===== config.mk =====
export PLATFORM = sky130hd
export DESIGN_NAME = sram_bus_bridge
export DESIGN_NICKNAME = d
export VERILOG_FILES = /design/src/rtl/sram_bus_bridge.sv
export SDC_FILE = /design/constraint.sdc
export NUM_CORES = 1
export LEC_CHECK = 0
export ABC_CLOCK_PERIOD_IN_PS = 6500
export BUFFER_PORTS_ARGS = -buffer_cell sky130_fd_sc_hd__buf_2
export CORE_AREA = 2 2 124 126
export CTS_CLUSTER_DIAMETER = 150
export CTS_CLUSTER_SIZE = 8
export DETAILED_ROUTE_END_ITERATION = 7
export DIE_AREA = 0 0 126 128
export PLACE_DENSITY_LB_ADDON = 0.08
export RECOVER_POWER = 25
export SYNTH_ARGS = -nofsm -noshare
export SYNTH_HDL_FRONTEND = slang
export SYNTH_SLANG_ARGS = --single-unit

===== constraint.sdc =====
create_clock -name clk -period 6.5 [get_ports clk]
set_clock_uncertainty 0.1 [all_clocks]
set_input_delay 0.65 -clock clk [delete_from_list [all_inputs] [get_ports clk]]
set_output_delay 0.65 -clock clk [all_outputs]
set_load 0.005 [all_outputs]

===== src/rtl/sram_bus_bridge.sv =====
`default_nettype none
// ============================================================================
// Module   : sram_bus_bridge
// Purpose  : Merges the core's fetch and load/store SRAM ports onto a single
//            req/addr_ok/data_ok bus. Data has priority, one transaction
//            outstanding at a time.
// Revision : 1.0  initial release
// ============================================================================
module sram_bus_bridge #(
   parameter int ADDR_W = 32,
   parameter int DATA_W = 32
) (
   input  logic                clk,
   input  logic                rst,
   input  logic                inst_req,
   input  logic [ADDR_W-1:0]   inst_addr,
   output logic [DATA_W-1:0]   inst_rdata,
   output logic                inst_valid,
   input  logic                data_req,
   input  logic                data_we,
   input  logic [DATA_W/8-1:0] data_wen,
   input  logic [ADDR_W-1:0]   data_addr,
   input  logic [DATA_W-1:0]   data_wdata,
   output logic [DATA_W-1:0]   data_rdata,
   output logic                data_valid,
   output logic                stall_o,
   output logic                bus_req,
   output logic                bus_wr,
   output logic [DATA_W/8-1:0] bus_wstrb,
   output logic [ADDR_W-1:0]   bus_addr,
   output logic [DATA_W-1:0]   bus_wdata,
   input  logic                bus_addr_ok,
   input  logic                bus_data_ok,
   input  logic [DATA_W-1:0]   bus_rdata
);

   localparam int c_STRB_W = DATA_W / 8;

   typedef enum logic [2:0] {
      S_IDLE   = 3'd0,
      S_D_ADDR = 3'd1,
      S_D_WAIT = 3'd2,
      S_I_ADDR = 3'd3,
      S_I_WAIT = 3'd4
   } state_t;

   state_t              r_state;
   state_t              w_next;
   logic                r_d_we;
   logic [c_STRB_W-1:0] r_d_wen;
   logic [ADDR_W-1:0]   r_i_addr;
   logic                r_pend_i;
   logic [ADDR_W-1:0]   r_bus_addr;
   logic [DATA_W-1:0]   r_bus_wdata;
   logic [DATA_W-1:0]   r_inst_rdata;
   logic [DATA_W-1:0]   r_data_rdata;
   logic                r_inst_valid;
   logic                r_data_valid;

   always_comb begin
      w_next = r_state;
      case (r_state)
         S_IDLE: begin
            if (data_req)      w_next = S_D_ADDR;
            else if (inst_req) w_next = S_I_ADDR;
         end
         S_D_ADDR: if (bus_addr_ok) w_next = S_D_WAIT;
         // A pending fetch goes straight out after the data beat, no idle gap
         S_D_WAIT: if (bus_data_ok) w_next = r_pend_i ? S_I_ADDR : S_IDLE;
         S_I_ADDR: if (bus_addr_ok) w_next = S_I_WAIT;
         S_I_WAIT: if (bus_data_ok) w_next = S_IDLE;
         default:  w_next = S_IDLE;
      endcase
   end

   always_ff @(posedge clk or posedge rst) begin
      if (rst) begin
         r_state      <= S_IDLE;
         r_d_we       <= 1'b0;
         r_d_wen      <= '0;
         r_i_addr     <= '0;
         r_pend_i     <= 1'b0;
         r_bus_addr   <= '0;
         r_bus_wdata  <= '0;
         r_inst_rdata <= '0;
         r_data_rdata <= '0;
         r_inst_valid <= 1'b0;
         r_data_valid <= 1'b0;
      end else begin
         r_state      <= w_next;
         r_inst_valid <= 1'b0;
         r_data_valid <= 1'b0;
         case (r_state)
            S_IDLE: begin
               r_d_we   <= data_we;
               r_d_wen  <= data_wen;
               r_i_addr <= inst_addr;
               r_pend_i <= inst_req;
               // Bus address/wdata only move when a transaction is launched
               if (data_req) begin
                  r_bus_addr  <= data_addr;
                  r_bus_wdata <= data_wdata;
               end else if (inst_req) begin
                  r_bus_addr  <= inst_addr;
               end
            end
            S_D_WAIT: begin
               if (bus_data_ok) begin
                  r_data_valid <= 1'b1;
                  if (!r_d_we) r_data_rdata <= bus_rdata;
                  if (r_pend_i) r_bus_addr  <= r_i_addr;
               end
            end
            S_I_WAIT: begin
               if (bus_data_ok) begin
                  r_inst_rdata <= bus_rdata;
                  r_inst_valid <= 1'b1;
                  r_pend_i     <= 1'b0;
               end
            end
            default: ;
         endcase
      end
   end

   assign bus_req    = (r_state == S_D_ADDR) || (r_state == S_I_ADDR);
   assign bus_wr     = (r_state == S_D_ADDR) && r_d_we;
   assign bus_wstrb  = ((r_state == S_D_ADDR) && r_d_we) ? r_d_wen : '0;
   assign bus_addr   = r_bus_addr;
   assign bus_wdata  = r_bus_wdata;
   assign stall_o    = (r_state != S_IDLE);
   assign inst_rdata = r_inst_rdata;
   assign inst_valid = r_inst_valid;
   assign data_rdata = r_data_rdata;
   assign data_valid = r_data_valid;

endmodule
`default_nettype wire


* Word-level counts from Yosys, hierarchy flattened
Cells that the tools add are included.
** Operators by class
- Bitwise gates (word level) :: 1
- Multiplexer cells :: 19
- Equal/unequal tests :: 10
- Reduce and logical (&&, ||, !) cells :: 12
** Operator list (number)
- $mux W32 :: 4
- $pmux W32 S2 :: 1
- $mux W3 :: 6
- $pmux W3 S5 :: 1
- $ne A2 B2 Y1 const B :: 5
- $eq A3 B2 Y1 const B :: 2
- $reduce_and A2 Y1 :: 3
- $reduce_and A5 Y1 :: 1
- $mux W1 :: 4
- $mux W4 :: 1
- $reduce_and A4 Y1 :: 1
- $reduce_bool A2 Y1 :: 2
- $eq A3 B1 Y1 const B :: 1
- $eq A3 B3 Y1 const B :: 1
- $logic_not A3 Y1 :: 1
- $ne A3 B3 Y1 const B :: 1
- $reduce_and A3 Y1 :: 1
- $reduce_bool A3 Y1 :: 1
- $mux W2 :: 1
- $pmux W1 S2 :: 1
- $logic_and A1 B1 Y1 :: 1
- $logic_or A1 B1 Y1 :: 1
- $not A1 Y1 :: 1
** Storage, ports and cells
- Bits in registers :: 171
- Bits of input ports :: 139
- Output and inout bits :: 137
- Word-level logic and storage cells :: 53

* Depth between registers and ports, before layout
- Depth after elaboration :: 3
- Gate-level depth with buffers :: 7
- Mapped depth without buffers :: 4

* Worst setup path before layout
OpenSTA, ideal clock, no wires.
- Kind :: input -> register
- From :: in data_req
- To :: reg r_bus_addr[0] (netlist: bus_addr[0])
- Path buffers :: 2
- Setup time :: 0.128 ns
- Data required time :: 6.272 ns
- Cell stages on the path :: 5
- Arrival time :: 1.856 ns
- Path slack :: 4.417 ns
- Cells stage by stage :: buf_2 > nor3_1 > a2111oi_4 > buf_4 > mux2_1
** On the way
- Longest elaborated chain between the ends :: 2
- Elaborated cells on any way between the ends :: 4
- Classes of those cells :: 1 x eq/ne; 2 x mux; 1 x reduce/logical
** RTL lines
- start, declared :: RTL line 19 : input logic data_req,
- $ne A3 B3 Y1 (no line) / $mux W32 (equally long branches)
- $reduce_and A4 Y1 (no line) / $pmux W32 S2 (equally long branches)
- end signal, assigned :: RTL line 101 : r_bus_addr <= data_addr;
- end signal, assigned :: RTL line 104 : r_bus_addr <= inst_addr;
- end signal, assigned :: RTL line 111 : if (r_pend_i) r_bus_addr <= r_i_addr;
- end, declared :: RTL line 53 : logic [ADDR_W-1:0] r_bus_addr;
Several ways; a longest one is shown, not always the timed one.
A chain may end at the register's enable or synchronous reset.

==> results.md <==
- Area occupied by registers: 0.00428 mm^2
- CP Data Required Time: 6.74 ns
- CTS resizes: 0
- Effective utilization at floorplan: 48.1%
- DP HPWL: approximately 12 mm
- NetSw: 1.50 mW
- Post-Layout Cell Count: around 1000
- Global Route met2 Usage: between 30% and 40%
- Global routing's busiest layer: met2
- M3 GR Usage: 6.01%
- Warnings, synthesis: 0
- Gate power share: 35.1%
- Failing checks: capacitance limit, slew limit
- Distinct cells, synth: 30
- Placed instance count: 1011
- WS Path Type: input port to asynchronous set/reset pin
- DIE WIDTH: 126 um
- Yosys reg bits: 171
- Grt ovf: 0
- Met1 GRT Util: 26.6%
- Seq pwr share: 42.3%
- Footprint of the multi-input gates: 0.00269 mm^2
- Vias: 5246
- Clk root buf: clkbuf_16
- Synth top area share: 59.8%
- Relative slew slack: -177%
- LEAKAGE: ~4.8 nW
- R2R cell count: 4
- R2r endpoint: bus_addr[31]$_DFFE_PP0P_
- Worst slew pin tran: 4.14 ns
- Critical Path AT: between 4 and 5 ns
- DRC Markers: 0
- Nets: 981
- Cells after Synth: approximately 580
- Total Routing Usage GR: 20.9%
- Fin crit period: 3.93 ns
- Setup crit end kind: asynchronous set/reset pin
- Global placement routability congestion: about 0.81
- Slew Limit Fails: 95
- Fmax: 254 MHz
- Reg2reg setup slack: roughly 3.6 ns
- Avg Inst Size Synth: roughly 12 um^2
- CTS Sinks: 171
- Die height: around 130 um
- Switching share of power: 33.7%
- Antenna viol nets, final: 0
- Number of flops mapped to enable cells by yosys: 0
- Routed WL: 16.7 mm
- Setup Buffers After CTS: 0
- Initial DRC Count: 282
- Power Density: roughly 480 mW/mm^2
- # hold bufs at CTS: 0
- H-tree Lvls: 4
- Initial antenna violation count: 0
- Area leader, netlist: dfrtp_1
- Final setup vio count: 0
- Crit path to: r_state[1]$_DFFE_PP0P_
- Outcome: complete, but fails checks
- CP startpoint kind: input port
- RSZ-0062 raised after global routing: no
- Area of the mapped netlist: 0.00715 mm^2
- I/O pin cnt: 276
- Largest net degree at the start of global routing: 95
- Setup TNS: 0 ns
- Share of cells above drive strength 1: 36.3%
- Fillers: 1237
- Hold Crit Class: input port to flip-flop
- Layout area overhead: 28.9%
- Reg2reg start: r_state[1]$_DFFE_PP0P_
- Final period util: around three fifths
- Syn_nets: around 720
- Worst Path Max Fanout: 94
- Drt pass-1 iters: 4
- VDD IR max: 219 uV
- Die area: 0.0161 mm^2
- CORE AREA: between 0.01 and 0.015 mm^2
- WHS Path Cells: 3
- Vias/cell: 5.03
- Clk pwr share: 22.6%
- Worst-path clk slew: 0.06 ns
- Max cap viols: 1
- Final Hold Fails: 0
- IO buf count: 275
- Antenna diode count: 0
- Vias in the first global route: ~5300
- Detailed-route wire length per cell: 16.0 um
- Num rows: 45
- CTS tree: yes
- FFs w/ async S/R, synth: 100%
- Synth area leaders: dfrtp_1 60%, mux2_1 20%, nand2_1 7.9%
- Setup crit start: rst
- Cell Int Power: 2.94 mW
- Clk_lat worst skew: 0.41 ns
- Top FF cell, synth: dfrtp_1
- CTS max path bufs: 2
- TritonCTS buffer count: 17
- First-pass GRT wire length: about 27 mm
- Sequential area share after synthesis: 59.8%
==> cell usage after synthesis (2+ instances only) <==
cell type	number
dfrtp_1	171
nand2_1	150
mux2_1	126
mux2i_1	33
o21ai_0	33
buf_2	13
clkbuf_1	11
buf_4	9
and2_1	5
nor3_1	3
buf_1	2
mux2_2	2
==> layer usage <==
| metal | part of all wire [%] | wire length [um] | vias up |
|---|---|---|---|
| li1 | - | - | 2469 |
| met1 | 42 | 7000 | 2558 |
| met2 | 49 | 8130 | 188 |
| met3 | 6.9 | 1160 | 31 |
| met4 | 2.4 | 395 | 0 |
| met5 | 0 | 0 | - |
==> registers in the layout, indices dropped and copies added (netlist names) <==
name	cells
bus_wdata	32
inst_rdata	32
inst_valid	1
r_state	3
r_d_we	1
r_i_addr	32
bus_addr	32
data_rdata	32
r_d_wen	4
r_pend_i	1
data_valid	1
==> per-stage QoR <==
step / util, % / setup slack [ns] / hold slack, ns / total power [mW] / instance area [um^2]
after floorplan: - / 1.12 / 0.337 / 2.79 / 7150
after global placement: 58.2 / 3.00 / 0.352 / 3.41 / 8650
after detailed placement: 58.2 / 2.91 / 0.355 / 3.50 / 8650
after CTS: 62.2 / 3.34 / 0.304 / 4.51 / 9240
after global routing: 62.0 / 1.74 / 0.325 / 4.78 / 9220
final: 62.0 / 2.57 / 0.324 / 4.44 / 9220
==> worst min-delay path by stage <==
stage	start	endpoint
after floorplan	r_d_wen[0]$_DFFE_PP0P_	r_d_wen[0]$_DFFE_PP0P_
after global placement	r_d_wen[1]$_DFFE_PP0P_	r_d_wen[1]$_DFFE_PP0P_
after detailed placement	r_d_wen[3]$_DFFE_PP0P_	r_d_wen[3]$_DFFE_PP0P_
after CTS	data_wen[0]	r_d_wen[0]$_DFFE_PP0P_
after global routing	data_wen[0]	r_d_wen[0]$_DFFE_PP0P_
final	data_wen[0]	r_d_wen[0]$_DFFE_PP0P_
==> kinds of logic after synthesis <==
family          count (synthesis)  synth area share, %
compound gates                 39                 3.15
buf+inv                        38                 2.71
flops                         171                 59.8
mux                           161                 24.8
simple gates                  167                 9.55
==> critical path, stage by stage <==
cell and delay, ns:
clkbuf_1 0.08, clkinvlp_2 2.31, buf_4 1.07
==> final cells by class <==
cell class,count,area share [%]
multi-input cells,367,29.1
repair buffers,283,15.4
inverters,2,0.0950
flip-flops and latches,171,46.4
clock buffers,17,4.61
well taps,188,2.55
clock inverters,15,1.79
==> cell usage in the layout, fill, tap and decap left out, drive strengths merged <==
master	n
nor2	1
nor4	1
nand2	150
nor2b	1
a31oi	1
bufinv	2
and3b	1
or3b	1
a21o	1
dfrtp	171
clkbuf	30
and3	1
clkinv	8
nand3b	1
a21oi	1
buf	270
and2	5
mux2i	33
clkinvlp	1
o21ai	34
nor3	3
a211o	1
nand2b	1
mux2	128
nand3	1
inv	6
a2111oi	1
==> power by group through the flow <==
stage | Clock (mW) | Sequential, mW | Combinational (mW)
after floorplan | 0 | 1.89 | 0.905
after global placement | 0 | 1.87 | 1.54
after detailed placement | 0 | 1.90 | 1.60
after CTS | 1.03 | 1.88 | 1.60
after global routing | 1.07 | 1.95 | 1.76
final | 1.00 | 1.88 | 1.56
Note: power is estimated with default switching activity, not from simulation.
